<file path="config.mk">
export PLATFORM = sky130hd
export DESIGN_NAME = fir_fix_decim_out
export DESIGN_NICKNAME = d
export VERILOG_FILES = /design/src/rtl/fir_fix_decim_out.sv
export SDC_FILE = /design/constraint.sdc
export NUM_CORES = 1
export LEC_CHECK = 0
export BUFFER_PORTS_ARGS = -buffer_cell sky130_fd_sc_hd__buf_2
export CAP_MARGIN = 25
export CORE_UTILIZATION = 53
export CTS_BUF_LIST = sky130_fd_sc_hd__clkbuf_8
export DETAILED_ROUTE_END_ITERATION = 16
export GPL_ROUTABILITY_DRIVEN = 0
export GPL_TIMING_DRIVEN = 0
export PLACE_DENSITY = 0.75
export SLEW_MARGIN = 20
export SYNTH_ARGS = -nofsm -noshare
export SYNTH_HDL_FRONTEND = slang
export SYNTH_SLANG_ARGS = --single-unit
</file>
<file path="constraint.sdc">
create_clock -name clk -period 2.57 [get_ports clk]
set_input_delay 0.514 -clock clk [delete_from_list [all_inputs] [get_ports clk]]
set_output_delay 0.514 -clock clk [all_outputs]
set_load 0.01 [all_outputs]
</file>
<file path="src/rtl/fir_fix_decim_out.sv">
// Decimating output stage for the fixed-point FIR: phase-selects one result in OSR,
// converts to signed, rounds/saturates to OUT_W and buffers it in a FWFT FIFO.
module fir_fix_decim_out #(
  parameter int IN_W       = 32,
  parameter int OUT_W      = 16,
  parameter int OSR        = 1,
  parameter int OFFSET_BIN = 1,
  parameter int FIFO_DEPTH = 8,
  parameter int PW         = (OSR > 1) ? $clog2(OSR) : 1,
  parameter int LW         = $clog2(FIFO_DEPTH + 1)
) (
  input  logic             clk,
  input  logic             rst,
  input  logic [IN_W-1:0]  in_data,
  input  logic             in_valid,
  input  logic [PW-1:0]    phase,
  output logic [OUT_W-1:0] out_data,
  output logic             out_valid,
  input  logic             out_ready,
  output logic [LW-1:0]    level,
  output logic             sat,
  output logic             overflow,
  input  logic             clr_ovf
);

  localparam int S  = IN_W - OUT_W;
  localparam int RS = (S > 0) ? S - 1 : 0;
  localparam int AW = (FIFO_DEPTH > 1) ? $clog2(FIFO_DEPTH) : 1;

  localparam logic [PW-1:0]        CNT_MAX  = PW'(OSR - 1);
  localparam logic [LW-1:0]        FULL_LVL = LW'(FIFO_DEPTH);
  localparam logic [IN_W-1:0]      MSB_FLIP = (OFFSET_BIN != 0) ? {1'b1, {(IN_W-1){1'b0}}} : '0;
  localparam logic signed [IN_W:0] ONE      = {{IN_W{1'b0}}, 1'b1};
  localparam logic signed [IN_W:0] HALF     = (S > 0) ? (ONE <<< RS) : '0;
  localparam logic signed [IN_W:0] MAX_V    = {{(S+2){1'b0}}, {(OUT_W-1){1'b1}}};
  localparam logic signed [IN_W:0] MIN_V    = ~MAX_V;

  // Round half up toward +inf; one guard bit keeps x + HALF from wrapping.
  function automatic logic signed [IN_W:0] round_half_up(input logic signed [IN_W-1:0] x);
    logic signed [IN_W:0] xe;
    xe = {x[IN_W-1], x};
    return (xe + HALF) >>> S;
  endfunction

  // Returns {clamped, value}.
  function automatic logic [OUT_W:0] saturate(input logic signed [IN_W:0] y);
    if (y > MAX_V)
      return {1'b1, MAX_V[OUT_W-1:0]};
    else if (y < MIN_V)
      return {1'b1, MIN_V[OUT_W-1:0]};
    else
      return {1'b0, y[OUT_W-1:0]};
  endfunction

  logic [PW-1:0]          cnt;
  logic                   accept;
  logic signed [IN_W-1:0] conv;
  logic [OUT_W:0]         rs;
  logic [OUT_W-1:0]       data_p0;
  logic                   sat_p0;
  logic                   vld_p0;

  assign accept = in_valid && (cnt == phase);
  assign conv   = in_data ^ MSB_FLIP;
  assign rs     = saturate(round_half_up(conv));

  // Stage p0: phase-selected, converted sample
  always_ff @(posedge clk or negedge rst) begin
    if (!rst) begin
      cnt    <= '0;
      vld_p0 <= 1'b0;
    end else begin
      if (in_valid)
        cnt <= (cnt == CNT_MAX) ? '0 : cnt + 1'b1;
      vld_p0 <= accept;
    end
  end

  always_ff @(posedge clk) begin
    if (accept) begin
      data_p0 <= rs[OUT_W-1:0];
      sat_p0  <= rs[OUT_W];
    end
  end

  // Stage p1: output FIFO (first-word-fall-through)
  logic [OUT_W-1:0] mem [FIFO_DEPTH];
  logic [AW-1:0]    wr_ptr;
  logic [AW-1:0]    rd_ptr;
  logic [LW-1:0]    count;
  logic [OUT_W-1:0] last_data;
  logic             full;
  logic             rd_en;
  logic             wr_en;
  logic             drop;

  assign out_valid = (count != '0);
  assign full      = (count == FULL_LVL);
  assign rd_en     = out_valid && out_ready;
  // A full FIFO still takes a write when the head leaves on the same edge.
  assign wr_en     = vld_p0 && (!full || rd_en);
  assign drop      = vld_p0 && full && !rd_en;
  assign out_data  = out_valid ? mem[rd_ptr] : last_data;
  assign level     = count;
  assign sat       = wr_en && sat_p0;

  always_ff @(posedge clk) begin
    if (wr_en)
      mem[wr_ptr] <= data_p0;
  end

  always_ff @(posedge clk or negedge rst) begin
    if (!rst) begin
      wr_ptr    <= '0;
      rd_ptr    <= '0;
      count     <= '0;
      overflow  <= 1'b0;
      last_data <= '0;
    end else begin
      if (wr_en)
        wr_ptr <= wr_ptr + 1'b1;
      if (rd_en) begin
        rd_ptr    <= rd_ptr + 1'b1;
        last_data <= mem[rd_ptr];
      end
      if (wr_en && !rd_en)
        count <= count + 1'b1;
      else if (rd_en && !wr_en)
        count <= count - 1'b1;
      if (drop)
        overflow <= 1'b1;
      else if (clr_ovf)
        overflow <= 1'b0;
    end
  end

endmodule
</file>
==> flow_summary.ini, run 1 <==
[worst_setup_path]
crit_buf_inv = 3
reg2reg_from = rd_ptr[0]
crit_slowest_cell = mux4_2
endpoint_kind = output port
critPathMaxStageDelay_ns = 0.56
criticalPathCategory = flip-flop to output port
worstSetupStartpointType = flip-flop
crit_fanout = 10
crit_arrival_ns = 2.15
crit_family = multiplexers
path_cells = buf_6 -> buf_12 -> mux4_2 -> mux2i_4 -> a21oi_1 -> buf_2
worst_ep_required_time_ns = 2.06
crit_start = rd_ptr[0]

[synthesis]
synth_ff_type = edfxtp_1
synthTopCellsByArea = edfxtp_1 (60%), mux4_2 (10%), dfrtp_1 (9.7%)
avgSynthCellArea_sq_um = 16.82
yosysTopAreaCell = edfxtp_1
synth_top_area_frac = 0.6047
yosys_register_bits = 173
async_flop_share = 0.1618
syn_inst = 428
ys_seq_area_frac = 0.7020
yosys_warnings = 0
synth_area_sq_um = 7201
ys_types = 43
synth_edf_count = 145
syn-num-nets = 473

[routing]
drtIter0Drc = 278
routed_wirelength_um = 14130
drc_errors = 0
via_per_inst = 5.641
firstDrtPassIters = 4
wl_per_cell_um = 19.96
vias = 3994
antenna_left = 0

[cells_and_area]
nets = 564
fin_util = 0.6528
diodes = 0
final_cell_mix = edfxtp_1 (145), buf_2 (49), nand2_1 (33), mux4_2 (32), dfrtp_1 (25)
syn_to_final_growth_pct = 20.05
drive_above_1_share = 0.3665
fin_area_sq_um = 8645
final_common_cell = edfxtp_1

[timing]
setup_ws_ns = -0.09110
drv_slew = 0
max_freq_ghz = 0.3758
fin_crit_sh = 1.035
clock_skew_ns = 0.009805
rsz0062_at_grt = true
hold_viol = 0
worst_pin_slew_ns = 0.6470
setup_viol = 17
post-route-min-period_ns = 2.661
max-slew-margin-rel = 0.5686
holdWs_ns = 0.08839

[clock_network]
postCtsHoldBufs = 0
clk_pin_slew_ns = 0.08
cts-buffers-inserted = 17
clock-sinks = 173
cts_root_buf = clkbuf_8
clock_latency_ns = 0.44
cts_max_level = 4
cts_tree = built
clockBufferDepth = 2

[global_route]
grt_max_degree = 29
grt-ovfl-total = 0
antenna_found_initial = 0
grtUsageTotal = 0.2162
grt_pass1_vias = 4145
grt_pass1_wl_um = 22140

[floorplanning]
core_area_sq_um = 13240
die_h_um = 118.6
fp.dieW_um = 118.6
pin_count = 61
rows = 42
die_area_sq_um = 14060
initial_core_util = 0.5437

[pwr]
power.density_nw_per_um2 = 1088
finalPower_w = 0.009407
power.static_leakage_nw = 3.060
peakVddDrop_uv = 417.5

[flow_run]
cap_viol_max_count = 0

[place]
io_buffers = 45
hpwl_um = 9402
place_area_sq_um = 7806

[status]
violations = setup timing
status = finished with violations

[min_path]
hp-class = input pin to async pin
## registers in the layout, summed over array words and instances (netlist names)
| register | count |
|---|---|
| data_p0 | 16 |
| level | 4 |
| rd_ptr | 3 |
| overflow | 1 |
| mem | 128 |
| sat_p0 | 1 |
| last_data | 16 |
| vld_p0 | 1 |
| wr_ptr | 3 |
## where the power goes
group | switching (W) | total (W) | internal, W | leakage, nW
Sequential | 0.000259 | 0.00372 | 0.00346 | 1.65
Combinational | 0.00176 | 0.00357 | 0.00181 | 1.17
Clock | 0.000893 | 0.00212 | 0.00123 | 0.239
Total | 0.00291 | 0.00941 | 0.00650 | 3.06
## per-stage QoR
| stage | setup slack (ns) | TNS (ns) | cells |
|---|---|---|---|
| global placement | -0.5326 | -56.95 | 649 |
| detailed placement | -0.2105 | -0.2105 | 658 |
| finish | -0.09110 | -0.8674 | 708 |
| floorplan | -0.02072 | -0.02072 | 428 |
| CTS | -0.09613 | -1.183 | 704 |
| global route | -0.1881 | -2.646 | 708 |
## synthesized netlist by cell type (3+ instances only)
master    instances
edfxtp_1        145
a21oi_1          19
buf_6             5
nand2b_1          3
ha_1              6
inv_1             7
nor3_1            7
dfrtp_1          28
mux4_2           32
mux2_2            3
nand4_1           5
nor2_1           30
mux2i_1          17
xor2_1            5
nand2_1          33
nor2b_1           3
nand3_1           4
buf_2            10
xnor2_1          13
and2_1            3
o21ai_0          24
## cells by family after synthesis
logic type,synth area share
flops,0.7020
simple gates,0.07142
compound gates,0.04205
mux,0.1284
buf+inv,0.02102
xor+xnor,0.02189
fa+ha+maj,0.01321
## final timing paths
kind	cells past startpoint	slack, ns	endpoint
max reg2reg	15	-0.02	last_data[1]
max	6	-0.09	out_data[14]
min reg2reg	2	0.49	last_data[6]
max in group asynchronous	1	2.02	level[3]
min in group clk	2	0.26	vld_p0
min	1	0.09	level[1]
## area by class of cell
class	instances	area [sq um]
tap	176	220.2
clock buffer	20	275.3
fill	892	4598
clock inverter	12	193.9
timing repair buffer	74	488.0
sequential	173	5059
buffer	16	170.2
multi-input combinational	230	2212
inverter	7	26.28
## layer usage
metal | global-route usage | part of all wire | routed length (um) | vias to the layer above
met5 | 0 | 0 | 0 | -
met4 | 0.07991 | 0.014 | 193 | 0
met3 | 0.04488 | 0.038 | 537 | 18
met2 | 0.3750 | 0.53 | 7479 | 131
met1 | 0.2679 | 0.42 | 5921 | 2009
li1 | - | - | - | 1836
## what timing repair did
action / 4_1_cts / 5_1_grt
gates resized for setup: 33 / 16
pin swaps: 2 / 2
endpoints found under the setup margin: 17 / 18
endpoints found under the hold margin: 0 / 0
setup buffers: 16 / 4
Power figures use the tool's default switching activity.
==> run 2: changes to the inputs <==
--- a/config.mk
+++ b/config.mk
@@ -13,6 +13,7 @@
 export GPL_ROUTABILITY_DRIVEN = 0
 export GPL_TIMING_DRIVEN = 0
 export PLACE_DENSITY = 0.75
+export SKIP_CTS_REPAIR_TIMING = 1
 export SLEW_MARGIN = 20
 export SYNTH_ARGS = -nofsm -noshare
 export SYNTH_HDL_FRONTEND = slang
==> run 2 against run 1 <==
The run still ends with setup timing left. Global-route usage is 0.71 points lower. Largest cell class unchanged. Worst setup slack worse by 0.071 ns. Register-to-register slack better by 0.12 ns. Clock skew rose by 0.0034 ns.
==> flow_summary.ini, run 2 (synthesis results as in run 1) <==
[routing]
antenna_left = 0
vias = 4022
wl_per_cell_um = 20.81
firstDrtPassIters = 4
drtIter0Drc = 286
routed_wirelength_um = 14710
drc_errors = 0
via_per_inst = 5.689

[timing]
fin_crit_sh = 1.063
max-slew-margin-rel = 0.5782
drv_slew = 0
final.setup.tns_ns = -1.838
post-route-min-period_ns = 2.732
worst_pin_slew_ns = 0.6328
setup_viol = 16
hold_viol = 0
setup_ws_ns = -0.1623
rsz0062_at_grt = true
max_freq_ghz = 0.3660
clock_skew_ns = 0.01319

[global_route]
grtUsageTotal = 0.2091
grt_pass1_vias = 3998
antenna_found_initial = 0
grt_max_degree = 29
grt-ovfl-total = 0
grt_pass1_wl_um = 21400

[floorplanning]
die_h_um = 118.6
fp.dieW_um = 118.6
pin_count = 61
initial_core_util = 0.5437
rows = 42
die_area_sq_um = 14060
core_area_sq_um = 13240

[flow_run]
cap_viol_max_count = 0

[place]
hpwl_um = 9402
io_buffers = 45
place_area_sq_um = 7806
post-place-ws_ns = -0.2105

[clock_network]
cts_tree = built
clk_pin_slew_ns = 0.09
cts-buffers-inserted = 17
cts_root_buf = clkbuf_8
clockBufferDepth = 2
clock_latency_ns = 0.45
cts_max_level = 4
clock-sinks = 173

[cells_and_area]
largest_reg_flops = 128
reg.largest.list = mem (128), data_p0 (16), last_data (16)
final_cell_mix = edfxtp_1 (145), buf_2 (49), nand2_1 (33), mux4_2 (32), dfrtp_1 (26)
diodes = 0
n_fill_cell = 885
top_register = mem
drive_above_1_share = 0.3710
fin_area_sq_um = 8687
nets = 563
syn_to_final_growth_pct = 20.64
final_common_cell = edfxtp_1

[worst_setup_path]
crit_slowest_cell = mux4_2
worst_ep_required_time_ns = 2.06
criticalPathCategory = flip-flop to output port
rrSetupSlack_ns = 0.10
critPathMaxStageDelay_ns = 0.53
worstSetupStartpointType = flip-flop
crit_family = multiplexers
crit_fanout = 8
endpoint_kind = output port
path_cells = buf_8 -> clkbuf_16 -> mux4_2 -> mux2i_4 -> a21oi_1 -> buf_2
crit_buf_inv = 3
crit_arrival_ns = 2.22

[status]
violations = setup timing
status = finished with violations

[pwr]
peakVddDrop_uv = 423.2
power.density_nw_per_um2 = 1085
power.static_leakage_nw = 3.077
finalPower_w = 0.009428

[min_path]
hp-class = input pin to async pin
-- run 2: changes by cell type in the layout (fill, tap and decap cells not counted), moves of 2 or more --
cell and change:
buf_4 -6, a21oi_1 -3, clkbuf_4 +2, mux2i_2 +2, clkbuf_16 +3, a21oi_2 +3
-- run 2: metrics by stage --
step	util	instances	hold WS, ns
CTS	0.6249	690	0.06979
finish	0.6560	707	0.07469
global placement	0.5787	649	0.4614
global route	0.6560	707	0.1103
detailed placement	0.5895	658	0.4701
floorplan	-	428	0.2184
-- run 2: final cells by class --
| class | count | area, sq um | share of cell area |
|---|---|---|---|
| timing repair buffer | 73 | 533.0 | 0.06136 |
| multi-input combinational | 230 | 2207 | 0.2541 |
| buffer | 16 | 173.9 | 0.02002 |
| inverter | 7 | 26.28 | 0.003025 |
| tap | 176 | 220.2 | 0.02535 |
| sequential | 173 | 5057 | 0.5822 |
| clock inverter | 12 | 193.9 | 0.02232 |
| clock buffer | 20 | 275.3 | 0.03169 |
-- run 2: path summary, 6_finish.rpt --
kind	start	endpoint	cells past startpoint
worst max-delay path	rd_ptr[0]	out_data[10]	6
worst min-delay path	rst	last_data[13]	1
worst max register to register	level[2]	mem[3][9]	5
worst min register to register	last_data[6]	last_data[6]	2
max in group asynchronous	rst	level[0]	1
min in group clk	phase	vld_p0	2
-- run 2: routing by layer --
layer  vias up  share of wire  global-route usage
met3        19          0.048             0.04054
li1       1832              -                   -
met2       140           0.52              0.3575
met4         0          0.020             0.07991
met1      2031           0.41              0.2648
met5         -              0                   0
-- run 2: worst reg2reg max path, cell delays in order (launching register included) --
cell and delay, ns:
dfrtp_1 0.42, nor3_1 0.10, a31oi_2 0.51, nand2_1 0.34, nor2_2 0.56, buf_6 0.24
-- run 2: power by group --
| part | internal (W) | leakage (nW) | switching (W) |
|---|---|---|---|
| Clock | 0.00123 | 0.239 | 0.000907 |
| Combinational | 0.00181 | 1.19 | 0.00175 |
| Sequential | 0.00346 | 1.65 | 0.000279 |
| Total | 0.00649 | 3.08 | 0.00293 |
==> run 3: changes to the inputs <==
--- a/config.mk
+++ b/config.mk
@@ -13,6 +13,7 @@
 export GPL_ROUTABILITY_DRIVEN = 0
 export GPL_TIMING_DRIVEN = 0
 export PLACE_DENSITY = 0.75
+export REMOVE_ABC_BUFFERS = 1
 export SKIP_CTS_REPAIR_TIMING = 1
 export SLEW_MARGIN = 20
 export SYNTH_ARGS = -nofsm -noshare
==> run 3 against run 2 <==
Routed wire length decreased by 5.9%. The flow still finishes with violations (setup timing). First-iteration DRC count increased by 16%. Non-clock buffer count decreased by 26. Sequential share of layout area increased by 2.5 points. Total power decreased by 7.9%. Sequential power increased by 3%. Combinational power decreased by 21%. Final area decreased by 3.9%. Clock skew about the same. Die area unchanged.
==> flow_summary.ini, run 3 (synthesis results as in run 1) <==
[routing]
wl_per_cell_um = 20.26
drtIter0Drc = 332
vias = 3884
antenna_left = 0
via_per_inst = 5.687
firstDrtPassIters = 5
routed_wirelength_um = 13840
drc_errors = 0

[worst_setup_path]
worst_ep_required_time_ns = 2.93
criticalPathCategory = flip-flop to flip-flop
reg2reg_from = level[1]
endpoint_kind = flip-flop
worstSetupStartpointType = flip-flop
crit_fanout = 18
crit_arrival_ns = 3.06
crit_start = level[1]

[timing]
max_freq_ghz = 0.3713
setup_ws_ns = -0.1235
max-slew-margin-rel = 0.5319
post-route-min-period_ns = 2.694
clock_skew_ns = 0.01295
rsz0062_at_grt = true
worst_pin_slew_ns = 0.7022
setup_viol = 13
hold_viol = 0
fin_crit_sh = 1.048
drv_slew = 0

[place]
dp.cells = 644
hpwl_um = 8750
io_buffers = 45
post-place-ws_ns = -0.7358

[floorplanning]
fp.dieW_um = 118.6
core_area_sq_um = 13240
rows = 42
initial_core_util = 0.5437
die_h_um = 118.6
die_area_sq_um = 14060
pin_count = 61

[clock_network]
clockBufferDepth = 2
clock_latency_ns = 0.44
clk_pin_slew_ns = 0.08
cts_tree = built
cts-buffers-inserted = 17
cts_max_level = 4
clock-sinks = 173
cts_root_buf = clkbuf_8

[global_route]
grtUsageTotal = 0.1994
grt_max_degree = 36
antenna_found_initial = 0
grt_pass1_vias = 3841
grt_pass1_wl_um = 20580
grt-ovfl-total = 0

[pwr]
peakVddDrop_uv = 449.0
seqPwrFrac = 0.442
p_sw_w = 0.002664
clockPowerShare = 0.234
power.density_nw_per_um2 = 1040
intPower_w = 0.006020
power.static_leakage_nw = 2.934
swShare = 0.3067
comb_power_share = 0.323

[cells_and_area]
drive_above_1_share = 0.3215
n_fill_cell = 917
final_common_cell = edfxtp_1
largest_reg_flops = 128
final_cell_mix = edfxtp_1 (145), buf_2 (45), nand2_1 (33), mux4_2 (32)
top_register = mem
syn_to_final_growth_pct = 15.93
reg.largest.list = mem (128), data_p0 (16), last_data (16)
nets = 539
finalNonFillerCells = 683
diodes = 0

[status]
status = finished with violations
violations = setup timing

[flow_run]
cap_viol_max_count = 0

[min_path]
hp-class = input pin to async pin
run 3: power by group through the flow:
| stage | Sequential (W) | Combinational [W] | Clock [W] |
|---|---|---|---|
| final | 0.00384 | 0.00281 | 0.00204 |
| after global routing | 0.00390 | 0.00306 | 0.00218 |
| after CTS | 0.00395 | 0.00234 | 0.00208 |
| after detailed placement | 0.00401 | 0.00232 | 0 |
| after global placement | 0.00407 | 0.00207 | 0 |
| after floorplan | 0.00392 | 0.00151 | 0 |
run 3: worst paths after layout:
| kind | endpoint | slack (ns) | depth (start not counted) |
|---|---|---|---|
| max in group asynchronous | rd_ptr[0] | 1.94 | 1 |
| setup reg to reg | level[3] | -0.12 | 9 |
| min in group clk | overflow | 0.41 | 3 |
| hold / removal | rd_ptr[1] | 0.11 | 1 |
| hold reg to reg | last_data[8] | 0.49 | 2 |
| setup / recovery | level[3] | -0.12 | 9 |
run 3: metal layers:
metal / up-vias / global-route usage / part of all wire
li1: 1788 / - / -
met1: 1953 / 0.2625 / 0.42
met2: 127 / 0.3242 / 0.51
met3: 16 / 0.05212 / 0.055
met4: 0 / 0.06646 / 0.016
met5: - / 0 / 0
run 3: worst max-delay path, stage by stage (launching register included):
cell	delay, ns
dfrtp_2	0.48
or4_4	0.60
nand2_8	0.17
ha_1	0.20
inv_1	0.10
ha_1	0.28
a21o_1	0.18
a21oi_1	0.18
mux2i_1	0.28
xnor2_1	0.15
run 3: area by class of cell:
class	instances	area [sq um]	share of cell area
well taps	176	220.2	0.02638
repair buffers	63	459.2	0.05501
clock inverters	12	170.2	0.02038
inverters	7	26.28	0.003147
flip-flops and latches	173	5065	0.6067
clock buffers	20	275.3	0.03297
multi-input cells	232	2132	0.2554
run 3: per-stage QoR:
| stage | total power (W) | utilization | TNS [ns] | cell area, sq um | hold slack (ns) |
|---|---|---|---|---|---|
| final | 0.008684 | 0.6304 | -0.4341 | 8348 | 0.1150 |
| after detailed placement | 0.006328 | 0.5834 | -1.654 | 7726 | 0.4709 |
| after floorplan | 0.005432 | - | -7.598 | 7076 | 0.2184 |
| after CTS | 0.008363 | 0.6171 | -9.327 | 8172 | 0.1021 |
| after global placement | 0.006134 | 0.5679 | -115.47 | 7521 | 0.4625 |
| after global routing | 0.009128 | 0.6304 | -2.364 | 8348 | 0.1396 |
